File: config.mk
export PLATFORM = sky130hd
export DESIGN_NAME = qspi_mgmt_bridge
export DESIGN_NICKNAME = d
export VERILOG_FILES = /design/src/rtl/qspi_mgmt_bridge.sv
export SDC_FILE = /design/constraint.sdc
export NUM_CORES = 1
export LEC_CHECK = 0
export ABC_CLOCK_PERIOD_IN_PS = 3850
export BUFFER_PORTS_ARGS = -buffer_cell sky130_fd_sc_hd__buf_4
export CELL_PAD_IN_SITES_DETAIL_PLACEMENT = 0
export CELL_PAD_IN_SITES_GLOBAL_PLACEMENT = 1
export CORE_MARGIN = 5
export CORE_UTILIZATION = 47
export CTS_CLUSTER_SIZE = 12
export DETAILED_ROUTE_END_ITERATION = 8
export PLACE_DENSITY_LB_ADDON = 0.1
export SETUP_SLACK_MARGIN = 0.4
export SYNTH_ARGS = -nofsm -noshare
export SYNTH_HDL_FRONTEND = slang
export SYNTH_SLANG_ARGS = --single-unit
File: constraint.sdc
create_clock -name clk -period 3.85 [get_ports clk]
set_input_delay 0.385 -clock clk [delete_from_list [all_inputs] [get_ports clk]]
set_output_delay 0.385 -clock clk [all_outputs]
set_load 0.02 [all_outputs]
File: src/rtl/qspi_mgmt_bridge.sv
`timescale 1ns/1ps
// Quad-SPI device-side bridge onto the management register bus.
// Pins are oversampled in clk; word bit 15 selects read (1) or write (0), reads prefetch one byte ahead.
module qspi_mgmt_bridge #(
  parameter int DUMMY_CYCLES = 4,
  parameter int SYNC_STAGES  = 2
) (
  input  logic        clk,
  input  logic        rst,
  input  logic        qspi_sck,
  input  logic        qspi_cs_n,
  input  logic [3:0]  qspi_dq_in,
  output logic [3:0]  qspi_dq_out,
  output logic        qspi_dq_oe,
  output logic        rd_en,
  output logic [15:0] rd_addr,
  input  logic        rd_valid,
  input  logic [7:0]  rd_data,
  output logic        wr_en,
  output logic [15:0] wr_addr,
  output logic [7:0]  wr_data,
  output logic        read_underrun
);

  typedef enum logic [2:0] {IDLE, ADDR, WRITE_DATA, DUMMY, READ_DATA} state_t;

  localparam logic [7:0] DUMMY_LAST = 8'(DUMMY_CYCLES);

  logic [SYNC_STAGES-1:0] sck_sync;
  logic [SYNC_STAGES-1:0] cs_sync;
  logic [3:0]             dq_sync [SYNC_STAGES];
  logic                   sck_prev;
  logic                   sck_s;
  logic                   cs_s;
  logic [3:0]             dq_s;
  logic                   rise;
  logic                   fall;

  // cs_n chain resets low so a pin still held low after reset is never taken as a new select
  always_ff @(posedge clk) begin
    if (rst) begin
      sck_sync <= '0;
      cs_sync  <= '0;
      sck_prev <= 1'b0;
      for (int i = 0; i < SYNC_STAGES; i++) dq_sync[i] <= 4'h0;
    end else begin
      sck_sync   <= {sck_sync[SYNC_STAGES-2:0], qspi_sck};
      cs_sync    <= {cs_sync[SYNC_STAGES-2:0], qspi_cs_n};
      dq_sync[0] <= qspi_dq_in;
      for (int i = 1; i < SYNC_STAGES; i++) dq_sync[i] <= dq_sync[i-1];
      sck_prev   <= sck_s;
    end
  end

  assign sck_s = sck_sync[SYNC_STAGES-1];
  assign cs_s  = cs_sync[SYNC_STAGES-1];
  assign dq_s  = dq_sync[SYNC_STAGES-1];
  assign rise  = sck_s & ~sck_prev;
  assign fall  = ~sck_s & sck_prev;

  state_t      state, state_n;
  logic [1:0]  nib_cnt, nib_cnt_n;
  logic [11:0] shift_word, shift_n;
  logic [14:0] addr, addr_n;
  logic [7:0]  dummy_cnt, dummy_n;
  logic [7:0]  prefetch, prefetch_n;
  logic        pf_valid, pf_valid_n;
  logic        pending, pending_n;
  logic [3:0]  cur_lo, cur_lo_n;
  logic        hi_next, hi_next_n;
  logic        armed, armed_n;
  logic [3:0]  dq_out_n;
  logic        dq_oe_n;
  logic        rd_en_n;
  logic [15:0] rd_addr_n;
  logic        wr_en_n;
  logic [15:0] wr_addr_n;
  logic [7:0]  wr_data_n;
  logic        underrun_n;
  logic        drive_hi;
  logic        resp_now;
  logic        byte_avail;
  logic [7:0]  byte_val;
  logic [15:0] word;

  assign word       = {shift_word, dq_s};
  assign resp_now   = rd_valid & pending;
  assign byte_avail = pf_valid | resp_now;
  assign byte_val   = pf_valid ? prefetch : rd_data;

  always_ff @(posedge clk) begin
    if (rst) begin
      state         <= IDLE;
      nib_cnt       <= 2'd0;
      shift_word    <= 12'h0;
      addr          <= 15'h0;
      dummy_cnt     <= 8'h0;
      prefetch      <= 8'h0;
      pf_valid      <= 1'b0;
      pending       <= 1'b0;
      cur_lo        <= 4'h0;
      hi_next       <= 1'b0;
      armed         <= 1'b0;
      qspi_dq_out   <= 4'h0;
      qspi_dq_oe    <= 1'b0;
      rd_en         <= 1'b0;
      rd_addr       <= 16'h0;
      wr_en         <= 1'b0;
      wr_addr       <= 16'h0;
      wr_data       <= 8'h0;
      read_underrun <= 1'b0;
    end else begin
      state         <= state_n;
      nib_cnt       <= nib_cnt_n;
      shift_word    <= shift_n;
      addr          <= addr_n;
      dummy_cnt     <= dummy_n;
      prefetch      <= prefetch_n;
      pf_valid      <= pf_valid_n;
      pending       <= pending_n;
      cur_lo        <= cur_lo_n;
      hi_next       <= hi_next_n;
      armed         <= armed_n;
      qspi_dq_out   <= dq_out_n;
      qspi_dq_oe    <= dq_oe_n;
      rd_en         <= rd_en_n;
      rd_addr       <= rd_addr_n;
      wr_en         <= wr_en_n;
      wr_addr       <= wr_addr_n;
      wr_data       <= wr_data_n;
      read_underrun <= underrun_n;
    end
  end

  always_comb begin
    state_n    = state;
    nib_cnt_n  = nib_cnt;
    shift_n    = shift_word;
    addr_n     = addr;
    dummy_n    = dummy_cnt;
    prefetch_n = prefetch;
    pf_valid_n = pf_valid;
    pending_n  = pending;
    cur_lo_n   = cur_lo;
    hi_next_n  = hi_next;
    armed_n    = armed | cs_s;
    dq_out_n   = qspi_dq_out;
    dq_oe_n    = qspi_dq_oe;
    rd_en_n    = 1'b0;
    rd_addr_n  = rd_addr;
    wr_en_n    = 1'b0;
    wr_addr_n  = wr_addr;
    wr_data_n  = wr_data;
    underrun_n = 1'b0;
    drive_hi   = 1'b0;

    if (resp_now) begin
      prefetch_n = rd_data;
      pf_valid_n = 1'b1;
      pending_n  = 1'b0;
    end

    // A deselect wins over any SCK edge seen in the same cycle
    if (cs_s) begin
      state_n    = IDLE;
      nib_cnt_n  = 2'd0;
      dq_oe_n    = 1'b0;
      dq_out_n   = 4'h0;
      pending_n  = 1'b0;
      pf_valid_n = 1'b0;
    end else begin
      case (state)
        IDLE: begin
          if (armed) begin
            state_n   = ADDR;
            nib_cnt_n = 2'd0;
          end
        end
        ADDR: begin
          if (rise) begin
            shift_n   = {shift_word[7:0], dq_s};
            nib_cnt_n = nib_cnt + 2'd1;
            if (nib_cnt == 2'd3) begin
              addr_n = word[14:0];
              if (word[15]) begin
                rd_en_n    = 1'b1;
                rd_addr_n  = {1'b0, word[14:0]};
                pending_n  = 1'b1;
                pf_valid_n = 1'b0;
                dummy_n    = 8'h0;
                state_n    = DUMMY;
              end else begin
                nib_cnt_n = 2'd0;
                state_n   = WRITE_DATA;
              end
            end
          end
        end
        WRITE_DATA: begin
          if (rise) begin
            shift_n = {shift_word[7:0], dq_s};
            if (nib_cnt[0]) begin
              wr_en_n   = 1'b1;
              wr_addr_n = {1'b0, addr};
              wr_data_n = {shift_word[3:0], dq_s};
              addr_n    = addr + 15'd1;
              nib_cnt_n = 2'd0;
            end else begin
              nib_cnt_n = 2'd1;
            end
          end
        end
        DUMMY: begin
          if (rise && dummy_cnt != DUMMY_LAST) begin
            dummy_n = dummy_cnt + 8'd1;
          end else if (fall && dummy_cnt == DUMMY_LAST) begin
            drive_hi = 1'b1;
            dq_oe_n  = 1'b1;
            state_n  = READ_DATA;
          end
        end
        READ_DATA: begin
          if (fall) begin
            if (hi_next) begin
              drive_hi = 1'b1;
            end else begin
              dq_out_n  = cur_lo;
              hi_next_n = 1'b1;
            end
          end
        end
        default: state_n = IDLE;
      endcase

      // Driving a high nibble consumes the prefetched byte and requests the following one
      if (drive_hi) begin
        if (byte_avail) begin
          dq_out_n = byte_val[7:4];
          cur_lo_n = byte_val[3:0];
        end else begin
          dq_out_n   = 4'h0;
          cur_lo_n   = 4'h0;
          underrun_n = 1'b1;
        end
        pf_valid_n = 1'b0;
        pending_n  = 1'b1;
        rd_en_n    = 1'b1;
        rd_addr_n  = {1'b0, 15'(addr + 15'd1)};
        addr_n     = addr + 15'd1;
        hi_next_n  = 1'b0;
      end
    end
  end

endmodule
## Yosys cells after proc, flatten, opt, wreduce, memory -nomap -nowiden

Memories as Yosys holds them, arrays and structs flattened.
Index checks and enable logic that the tools add are counted.

| word-level totals | value |
|---|---|
| bits in registers | 108 |
| bits in latches | 0 |
| RAM bits | 8 |
| ROM bits | 0 |
| output and inout port bits | 48 |
| logic and storage cells | 159 |
| memories | 1 |

Memory list:

| memory | words | width | rd ports | clocked after memory_dff | wr ports | line | source |
|---|---|---|---|---|---|---|---|
| dq_sync | 2 | 4 | 2 | 0 | 2 | 31 | `logic [3:0] dq_sync [SYNC_STAGES];` |

| cells by class | value |
|---|---|
| $add $sub $neg | 3 |
| $mul | 0 |
| divide/modulo/power cells | 0 |
| order comparisons | 0 |
| equal/unequal tests | 20 |
| shift-type cells | 0 |
| muxes and demuxes | 69 |
| bitwise operators | 15 |
| reductions and logical operators | 29 |

Operator list:

| kind | count |
|---|---|
| 16-bit 2-to-1 mux | 5 |
| 15-bit 2-to-1 mux | 5 |
| 8-bit 2-to-1 mux | 5 |
| 4-bit 2-to-1 mux | 8 |
| 1-bit 2-to-1 mux | 31 |
| 15-bit case mux with 2 select lines | 1 |
| 6-bit AND reduction | 3 |
| 2-bit inequality test, second input constant | 8 |
| 8-bit case mux with 2 select lines | 1 |
| 15-bit by 1-bit adder with 15-bit output, second input constant | 1 |
| 3-bit 2-to-1 mux | 5 |
| 2-bit nonzero test | 7 |
| 3-bit inequality test, second input constant | 4 |
| 3-bit case mux with 4 select lines | 1 |
| 3-bit AND reduction | 4 |
| 2-bit 2-to-1 mux | 5 |
| 8-bit by 1-bit adder with 8-bit output, second input constant | 1 |
| 8-bit by 3-bit equality test with 1-bit output, second input constant | 1 |
| 8-bit by 3-bit inequality test with 1-bit output, second input constant | 1 |
| 1-bit NOT | 8 |
| 4-bit AND reduction | 2 |
| 3-bit by 2-bit equality test with 1-bit output, second input constant | 2 |
| 2-bit case mux with 3 select lines | 1 |
| 3-bit nonzero test | 2 |
| other kinds (15) | 24 |

## Depth between registers and ports, before layout

| depth | value |
|---|---|
| word-level depth | 9 |
| depth in mapped cells | 9 |

## Worst setup path before layout

OpenSTA, ideal clock, no wires.

| path | value |
|---|---|
| path kind | flip-flop to flip-flop |
| start | reg sck_sync[1] |
| end | reg addr[11] |
| library setup time | 0.095 ns |
| data arrival time | 2.186 ns |
| required time | 3.755 ns |
| setup slack | 1.569 ns |
| cell stages (with the launch flop) | 8 |
| buffers on the path | 2 |
| path through | dfxtp_1 -> or3b_4 -> or3_1 -> buf_6 -> o221a_1 -> buf_2 -> or4b_1 -> o311ai_1 |

| on the way | value |
|---|---|
| longest elaborated chain between the ends | 9 |
| elaborated cells between the ends (all ways) | 17 |
| classes of those cells | eq/ne: 4; mux: 6; bitwise: 3; reduce/logical: 4 |

Ends and longest elaborated chain:

| item | line | source |
|---|---|---|
| from (decl) | 29 | `logic [SYNC_STAGES-1:0] sck_sync;` |
| from (signal assigned) | 47 | `sck_sync <= {sck_sync[SYNC_STAGES-2:0], qspi_sck};` |
| 1-bit NOT | 59 | `assign fall = ~sck_s & sck_prev;` |
| 1-bit AND | 59 |  |
| 1-bit logical AND | 216 | `end else if (fall && dummy_cnt == DUMMY_LAST) begin` |
| 1-bit 2-to-1 mux | 216 |  |
| 1-bit 2-to-1 mux | 214 | `if (rise && dummy_cnt != DUMMY_LAST) begin` |
| 1-bit case mux with 2 select lines | 172 | `case (state)` |
| 1-bit 2-to-1 mux | 164 | `if (cs_s) begin` |
| 3-bit inequality test (no line) or 3-bit nonzero test (tied branches) | - |  |
| 6-bit AND reduction (no line) | - |  |
| to (signal assigned) | 116 | `addr <= addr_n;` |
| to (decl) | 64 | `logic [14:0] addr, addr_n;` |

Parallel ways exist; a longest one is shown, timed or not. The select of a mux whose other input is x is not followed.
A chain may end at the register's enable or synchronous reset.

## Worst setup path after layout

| path | value |
|---|---|
| start | reg cs_sync[1] |
| end | reg addr[4] |

| on the way | value |
|---|---|
| longest elaborated chain between the ends | 2 |

Ends and longest elaborated chain:

| item | line | source |
|---|---|---|
| from (decl) | 30 | `logic [SYNC_STAGES-1:0] cs_sync;` |
| from (signal assigned) | 48 | `cs_sync <= {cs_sync[SYNC_STAGES-2:0], qspi_cs_n};` |
| 1-bit NOT (no line) | - |  |
| 6-bit AND reduction (no line) | - |  |

No other way between the ends.

==> impl_results.md <==
- GRT Util Overall: 20.6%
- Io pins: 65
- Final period utilization: 76.7%
- Nets: 643
- Post-synth EDFFs: 0
- Placed insts: 743
- Filler instances: 999
- CTS H-tree depth: 4
- Async set or reset register ratio after synthesis: 0%
- Slowest-stage cell, CP: o221a_1
- Main synth FF type: dfxtp_1
- Startpoint types: flop
- First-pass GRT wire length: 21,200 um
- Area delta synth->final: 22.6%
- Clock Root Buffer: clkbuf_8
- Maximum VDD drop: 0.321 mV
- WS Path Type: reg -> reg
- Setup violations, final: 0
- Number of buffers added on ports: 62
- Height of the die: 114 um
- Post-Syn Instances: 576
- Area occupied by multi-input gates: 0.00257 mm^2
- Final hold vios: 0
- Critical Path Fanout Max: 21
- Initial antenna violation count: 0
- Final Util: 58.2%
- Post-route DRC violation count: 0
- Share of cells above drive strength 1: 18.0%
- Max Slew Vio Count: 0
- HP Class: in -> reg
- Vias in the first global route: 4,278
- Die Wd: 114 um
- Worst Path Buf+Inv: 0
- Vias/cell: 5.62
- Number of DRC markers in iteration 0: 346
- Required @ worst endpoint: 4220 ps
- Clk sinks: 115
- Hold buffers post-CTS: 0
- WL per Instance: 16.6 um
- CTS tree: done
- Antenna-violating nets left: 0
- Overflow after GRT: 0
- FF+latch count, synth: 115
- CTS clk-pin slew, worst paths: 60 ps
- Core Rows: 38
- # Post-CTS Setup Buffers: 0
- Fmax: 339 MHz
- Via count: 4,359
- Crit path time final: 2950 ps
- Register area: 0.00230 mm^2
- Core box area: 0.0107 mm^2
- Setup_tns: 0 ps
- Synth warn: 0
- Placer Congestion: 0.859
- Worst slew margin: 26.3%
- Die ar.: 0.0130 mm^2
- Measured slew at the worst slew-check pin: 1090 ps
- Leak pwr: 2.58 nW
- Hpwl dp: 8740 um
- Overall Power: 0.00295 W
- Non-Filler Instances: 775
- WP data arrival: 3320 ps
- Worst Setup End Kind: flop
- DR pass1 iterations: 5
- Initial Util: 47.4%
- Unrepaired setup endpoints after global routing: no
- Syn Std Cell Area: 0.00510 mm^2
- P per Cell Area: 472 mW/mm^2
- Max_cap viols: 0
- Slowest stage delay, CP: 830 ps
- Worst-Skew Late Latency: 520 ps
- CTS Buf Count: 17
- Post-synth cell types: 58
- Final WL: 12,900 um
- Outcome: completed
- Crit-path cells: or3b_4 > or3_1 > o221a_1 > or2_0 > o32ai_1
- Diode count: 0
- Largest delay share family, worst path: simple AND/OR/NAND/NOR gates
- Maximum clock path buffer count: 2
- Largest net degree at the start of global routing: 62
- Syn avg cell area: 8.85 um^2
- Post-CTS sizing: 0
- Setup Skew: 6.36 ps
- Sequential fraction of the synthesis area: 45.2%
==> cell usage after synthesis, drive strengths merged (8+ instances only) <==
master / count / area (um^2)
mux2i: 47 / 470
dfxtp: 115 / 2300
buf: 12 / 63.8
nor2b: 18 / 113
nand2: 42 / 158
clkbuf: 30 / 113
nor3: 10 / 50.1
a21oi: 42 / 210
o21ai: 19 / 95.1
nand3: 17 / 85.1
xnor2: 10 / 87.6
nor2: 73 / 274
inv: 15 / 56.3
xor2: 8 / 70.1
a211oi: 11 / 82.6
nand4: 8 / 50.1
==> per-layer routing <==
layer  track usage, %  up-vias  wire [um]
met4             10.3        0        351
met2             33.8      121       6250
li1                 -     2135          -
met5                0        -          0
met3             4.07       30        586
met1             25.9     2073       5700
==> registers in the layout (all words and copies together) (netlist names), 2 cells and up <==
register / flops
addr: 15
cs_sync: 2
cur_lo: 4
dq_sync: 8
dummy_cnt: 8
nib_cnt: 2
prefetch: 8
qspi_dq_out: 4
rd_addr: 15
sck_sync: 2
shift_word: 12
state: 3
wr_addr: 15
wr_data: 8
==> final cells by class <==
class                   instances  share of cell area, %
clock inverters                13                   3.30
multi-input cells             405                   41.1
repair buffers                 68                   8.17
inverters                      15                  0.901
flip-flops and latches        115                   36.8
well taps                     140                   2.80
clock buffers                  19                   6.91
==> cell usage in the layout (no fill, tap or decap), drive strengths merged, types with 6 or more instances in the layout <==
cell / count
nor3: 10
inv: 16
or3b: 6
clkbuf: 19
nand2: 42
nand4: 8
nor2: 73
or3: 7
nor2b: 18
o32ai: 7
mux2i: 47
xor2: 8
a21oi: 42
dfxtp: 115
nand3: 17
o21ai: 19
xnor2: 10
a211oi: 11
buf: 68
==> per-stage QoR <==
stage,hold WS [ps],cell area (um^2),setup slack [ps]
3_5_place_dp,420,5610,980
5_1_grt,68.8,6250,725
2_1_floorplan,414,5100,1570
4_1_cts,53.8,6250,980
3_3_place_gp,420,5610,1090
6_report,76.3,6250,897
==> cell families (layout without fill, tap and decap cells) <==
group / Yosys count / in the layout / synth area share [%]
simple gates: 218 / 218 / 21.8
flops: 115 / 115 / 45.2
compound gates: 112 / 112 / 14.2
buf+inv: 57 / 115 / 4.57
mux: 51 / 51 / 10.1
xor+xnor: 18 / 18 / 3.09
fa+ha+maj: 4 / 4 / 0.982
other cells: 1 / 2 / 0.0736
==> worst register-to-register path, cell delays in order (launching register included) <==
cell	delay, ps
dfxtp_1	560
or3b_4	230
or3_1	460
o221a_1	830
or2_0	580
o32ai_1	160
==> worst paths after layout <==
check	from	to	slack [ps]	depth (start not counted)
max	cs_sync[1]	addr[4]	900	5
min	qspi_dq_in[1]	dq_sync[0][1]	80	2
min reg2reg	dq_sync[0][2]	dq_sync[0][6]	440	1
max reg2reg	cs_sync[1]	addr[4]	900	5
==> report_power, final <==
group | internal (W) | leakage, nW | switching (W)
clock | 0.00113 | 0.308 | 0.000552
combinational | 0.0000219 | 1.34 | 0.0000342
sequential | 0.00120 | 0.929 | 0.00000869
total | 0.00235 | 2.58 | 0.000595
Power figures use the tool's default switching activity.
